$ cat config.mk
export PLATFORM = sky130hd
export DESIGN_NAME = mult_controller
export DESIGN_NICKNAME = d
export VERILOG_FILES = /design/src/rtl/mult_pkg.sv /design/src/rtl/mult_controller.sv
export SDC_FILE = /design/constraint.sdc
export NUM_CORES = 1
export LEC_CHECK = 0
export BUFFER_PORTS_ARGS = -buffer_cell sky130_fd_sc_hd__clkbuf_2
export CORE_AREA = 10 10 47 49
export CTS_CLUSTER_DIAMETER = 100
export DETAILED_ROUTE_END_ITERATION = 10
export DIE_AREA = 0 0 57 59
export SLEW_MARGIN = 40
export SYNTH_ARGS = -nofsm -noshare
export SYNTH_HDL_FRONTEND = slang
export SYNTH_SLANG_ARGS = --single-unit
$ cat constraint.sdc
create_clock -name clk -period 1.47 [get_ports clk]
set_input_delay 0.0735 -clock clk [delete_from_list [all_inputs] [get_ports clk]]
set_output_delay 0.0735 -clock clk [all_outputs]
set_load 0.03 [all_outputs]
$ cat src/rtl/mult_pkg.sv
// rtl/mult_pkg.sv - shared types and constants for the shift-add multiplier controller
// Contents:
//   DEFAULT_WIDTH : default operand width / iteration count
//   COUNT_W       : width of the iteration counter for DEFAULT_WIDTH
//   state_e       : controller state encoding
package mult_pkg;

  localparam int DEFAULT_WIDTH = 8;
  localparam int COUNT_W       = $clog2(DEFAULT_WIDTH);

  typedef enum logic [2:0] {
    S_IDLE  = 3'd0,
    S_INIT  = 3'd1,
    S_TEST  = 3'd2,
    S_ADD   = 3'd3,
    S_SHIFT = 3'd4,
    S_DONE  = 3'd5
  } state_e;

endpackage

$ cat src/rtl/mult_controller.sv
// rtl/mult_controller.sv - Moore FSM sequencing an external shift-add multiplier datapath
// Ports:
//   clk, reset          : clock; asynchronous active-high reset
//   start, abort, ack   : begin request, cancel of an operation in progress, done acknowledge
//   q0, count           : multiplier LSB and iteration count from the datapath/counter
//   load, add, shift    : datapath controls (mutually exclusive)
//   cnt_reset           : preset external counter to WIDTH-1
//   cnt_decrement       : decrement external counter
//   busy, done          : status; busy outside IDLE/DONE, done only in DONE
// WIDTH must be at least 2 so the count port has a non-zero width.
module mult_controller
  import mult_pkg::*;
#(
  parameter int WIDTH = DEFAULT_WIDTH
) (
  input  logic                     clk,
  input  logic                     reset,
  input  logic                     start,
  input  logic                     abort,
  input  logic                     ack,
  input  logic                     q0,
  input  logic [$clog2(WIDTH)-1:0] count,
  output logic                     load,
  output logic                     add,
  output logic                     shift,
  output logic                     cnt_reset,
  output logic                     cnt_decrement,
  output logic                     busy,
  output logic                     done
);

  state_e state_q;
  state_e state_d;
  logic   in_op;
  logic   last_iter;

  // Operation in progress: the only states where abort has any effect.
  assign in_op     = (state_q == S_INIT) || (state_q == S_TEST) ||
                     (state_q == S_ADD)  || (state_q == S_SHIFT);
  assign last_iter = (count == '0);

  always_ff @(posedge clk or posedge reset) begin
    if (reset) begin
      state_q <= S_IDLE;
    end else begin
      state_q <= state_d;
    end
  end

  always_comb begin
    state_d = state_q;
    case (state_q)
      S_IDLE:  if (start) state_d = S_INIT;
      S_INIT:  state_d = S_TEST;
      S_TEST:  state_d = q0 ? S_ADD : S_SHIFT;
      S_ADD:   state_d = S_SHIFT;
      S_SHIFT: state_d = last_iter ? S_DONE : S_TEST;
      // start is deliberately not looked at here, even alongside ack.
      S_DONE:  if (ack) state_d = S_IDLE;
      default: state_d = S_IDLE;
    endcase
    // Cancel overrides every other transition.
    if (abort && in_op) state_d = S_IDLE;
  end

  // Outputs decode from the state register only, so an asynchronous reset
  // clears them immediately.
  always_comb begin
    load          = 1'b0;
    add           = 1'b0;
    shift         = 1'b0;
    cnt_reset     = 1'b0;
    cnt_decrement = 1'b0;
    busy          = in_op;
    done          = 1'b0;
    case (state_q)
      S_INIT: begin
        load      = 1'b1;
        cnt_reset = 1'b1;
      end
      S_ADD:   add = 1'b1;
      S_SHIFT: begin
        shift         = 1'b1;
        // Hold the counter at zero on the final iteration so it never wraps.
        cnt_decrement = !last_iter;
      end
      S_DONE:  done = 1'b1;
      default: ;
    endcase
  end

endmodule
==> summary.txt <==
Job
  – Max-Cap Viols: 0

CTS
  – Worst skew pair latency: 0.23 ns
  – Num CTS Buffers: 3
  – TritonCTS clock tree: built
  – Reg clk slew, reported paths: 0.04 ns
  – Clk sinks: 3
  – CTS root buffer: clkbuf_4
  – Maximum clock path buffer count: 2
  – CTS HTree Levels: 1
  – Post-CTS setup buffer count: 0

Logic synthesis
  – Synth Net Count: 43
  – Post-Synthesis Cells: 34
  – YS warnings: 0
  – Syn avg cell area: 8.10 um2
  – Synthesized area: 275 um2
  – Distinct cells, synth: 20
  – Yosys reg bits: 3
  – Sequential area share after synthesis: 0.273

Global routing
  – Initial antenna violation count: 0
  – Vias in the first global route: 312
  – Most Used Layer, Global Route: met2
  – Total grt overflow: 0
  – GRT Total Usage: 0.0511
  – Met3 Track Usage GR: 0.0558
  – Largest net degree at the start of global routing: 15
  – First-pass GRT wire length: 1340 um
  – Met2 Resource Use GR: 0.0698
  – GRT met1 Usage: 0.0562

Floorplanning
  – Core ar.: 1400 um2
  – Initial Utilization: 0.196
  – Die ar.: 3360 um2
  – Ports: 16
  – Cell Rows: 14
  – Die H: 59 um
  – Die width: 57 um

Critical path
  – Crit-path slowest cell: dfrtp_1
  – Crit path cell chain: inv_1, nor3_1, clkbuf_2
  – Crit Path Max Fanout: 7
  – Worst EP required: 1.40 ns
  – Kind of critical path: reg -> out
  – CP peak stage delay: 0.49 ns
  – Startpoint types: flop
  – Crit path capture type: output port
  – Arrival time worst endpoint: 1.29 ns

Finish
  – Post-route cell area: 393 um2
  – Largest register FFs: 3
  – N_diodes: 0
  – Nets: 62
  – Leading cell type in the layout, fill and taps excluded: clkbuf_2
  – Largest regs: state_q: 3 flops
  – Area growth syn-to-layout: 42.7%
  – Final Instance Count excl. Fillers: 68
  – Share of cells above drive strength 1: 0.404
  – Most frequent cells in the layout: clkbuf_2 (15), inv_1 (5), o21ai_0 (3), clkbuf_4 (3), dfrtp_1 (3)
  – Biggest register: state_q

Power and ir drop
  – Total power: 721 uW
  – Worst VDD drop: 0.731 mV
  – Pwr Density: 1840 nW/um2
  – Pleak: 0.000206 uW

Routing
  – Routed len/inst: 11.4 um
  – DRT antenna net count: 0
  – Detailed Route WL: 776 um
  – Via count: 299
  – Drt pass-1 iters: 4
  – DRT iter0 DRCs: 7
  – DRC: 0
  – Vias per cell: 4.40

Status
  – Run status: completed

STA
  – Crit share post-route: 0.925
  – Final Hold Violating Endpoints: 0
  – Slew margin rel.: 0.753
  – Worst hold margin: 0.0232 ns
  – FMAX: 736 MHz
  – RSZ-0062 raised after global routing: no
  – Tightest Pin Transition: 0.371 ns
  – Min Tclk post-route: 1.36 ns
  – Setup_tns: 0 ns
  – Skew final: 0.000287 ns
  – Slew Limit Fails: 0
  – Final setup fails: 0

Place
  – Placer Congestion: 0.696
  – Placed Cells: 63
  – Placed instance area: 352 um2
  – Port bufs: 15

Hold path
  – Path type of the worst min-delay path: in -> reg
## through the flow
| stage | setup slack (ns) | utilization |
|---|---|---|
| after global placement | 0.247 | 0.251 |
| after global routing | 0.00671 | 0.280 |
| after CTS | 0.0618 | 0.277 |
| after floorplan | 0.110 | - |
| after detailed placement | 0.199 | 0.251 |
| final | 0.110 | 0.280 |
## synthesized netlist by cell type (all sizes together)
cell    instances  area share
and2b           2       0.055
nor2            3       0.050
a22oi           2       0.055
nor3            2       0.036
o21ai           3       0.055
and2            1       0.023
inv             5       0.068
a21oi           1       0.018
nor3b           2       0.091
nor4bb          1       0.036
o22ai           1       0.023
nor2b           1       0.023
xnor2           1       0.032
dfrtp           3        0.27
and3            1       0.023
a31oi           2       0.045
nand3b          1       0.027
buf             2       0.068
## cell families (layout without fill, tap and decap cells)
logic type             after synthesis  after routing  synth area share
AO/OA/AOI/OAI                        9              9             0.195
XOR/XNOR                             1              1            0.0318
buffers and inverters                7             25             0.136
flip-flops                           3              3             0.273
AND/OR/NAND/NOR                     14             14             0.364
## area by class of cell
| class | instances | area (um2) |
|---|---|---|
| inverters | 5 | 18.8 |
| flip-flops and latches | 3 | 75.1 |
| clock buffers | 4 | 26.3 |
| fillers | 161 | 1010 |
| well taps | 16 | 20.0 |
| repair buffers | 16 | 85.1 |
| multi-input cells | 24 | 168 |
## critical path, delay by kind of cell, from the launching register on
family | cells | cell delay [ns]
AND/OR/NAND/NOR | 1 | 0.20
buffers and inverters | 2 | 0.35
flip-flops | 1 | 0.49
## power by group
group	internal, uW	leakage, uW	switching [uW]
combinational	147	0.000151	251
clock	102	0.0000150	46.7
sequential	109	0.0000399	66.3
## timing repair
item                                   in CTS  in global routing
hold buffers                                1                  0
endpoints found under the hold margin       3                  0
gates resized for setup                     0                  1
setup endpoints to repair                   0                  2
## path summary, 6_finish.rpt
kind / from / endpoint / slack (ns) / depth (start not counted)
min in group asynchronous: reset / state_q[1]$_DFFE_PP0P_ / 0.23 / 3
max reg2reg: state_q[2]$_DFFE_PP0P_ / state_q[2]$_DFFE_PP0P_ / 0.22 / 3
max: state_q[1]$_DFFE_PP0P_ / add / 0.11 / 3
max in group asynchronous: reset / state_q[0]$_DFFE_PP0P_ / 1.12 / 3
min: abort / state_q[1]$_DFFE_PP0P_ / 0.02 / 2
min reg2reg: state_q[0]$_DFFE_PP0P_ / state_q[0]$_DFFE_PP0P_ / 0.76 / 3
## per-layer routing
layer  part of all wire  wire, um
met1               0.45       353
met2               0.41       322
met3               0.13       100
met4                  0         0
met5                  0         0
(Power assumes the default switching activity.)
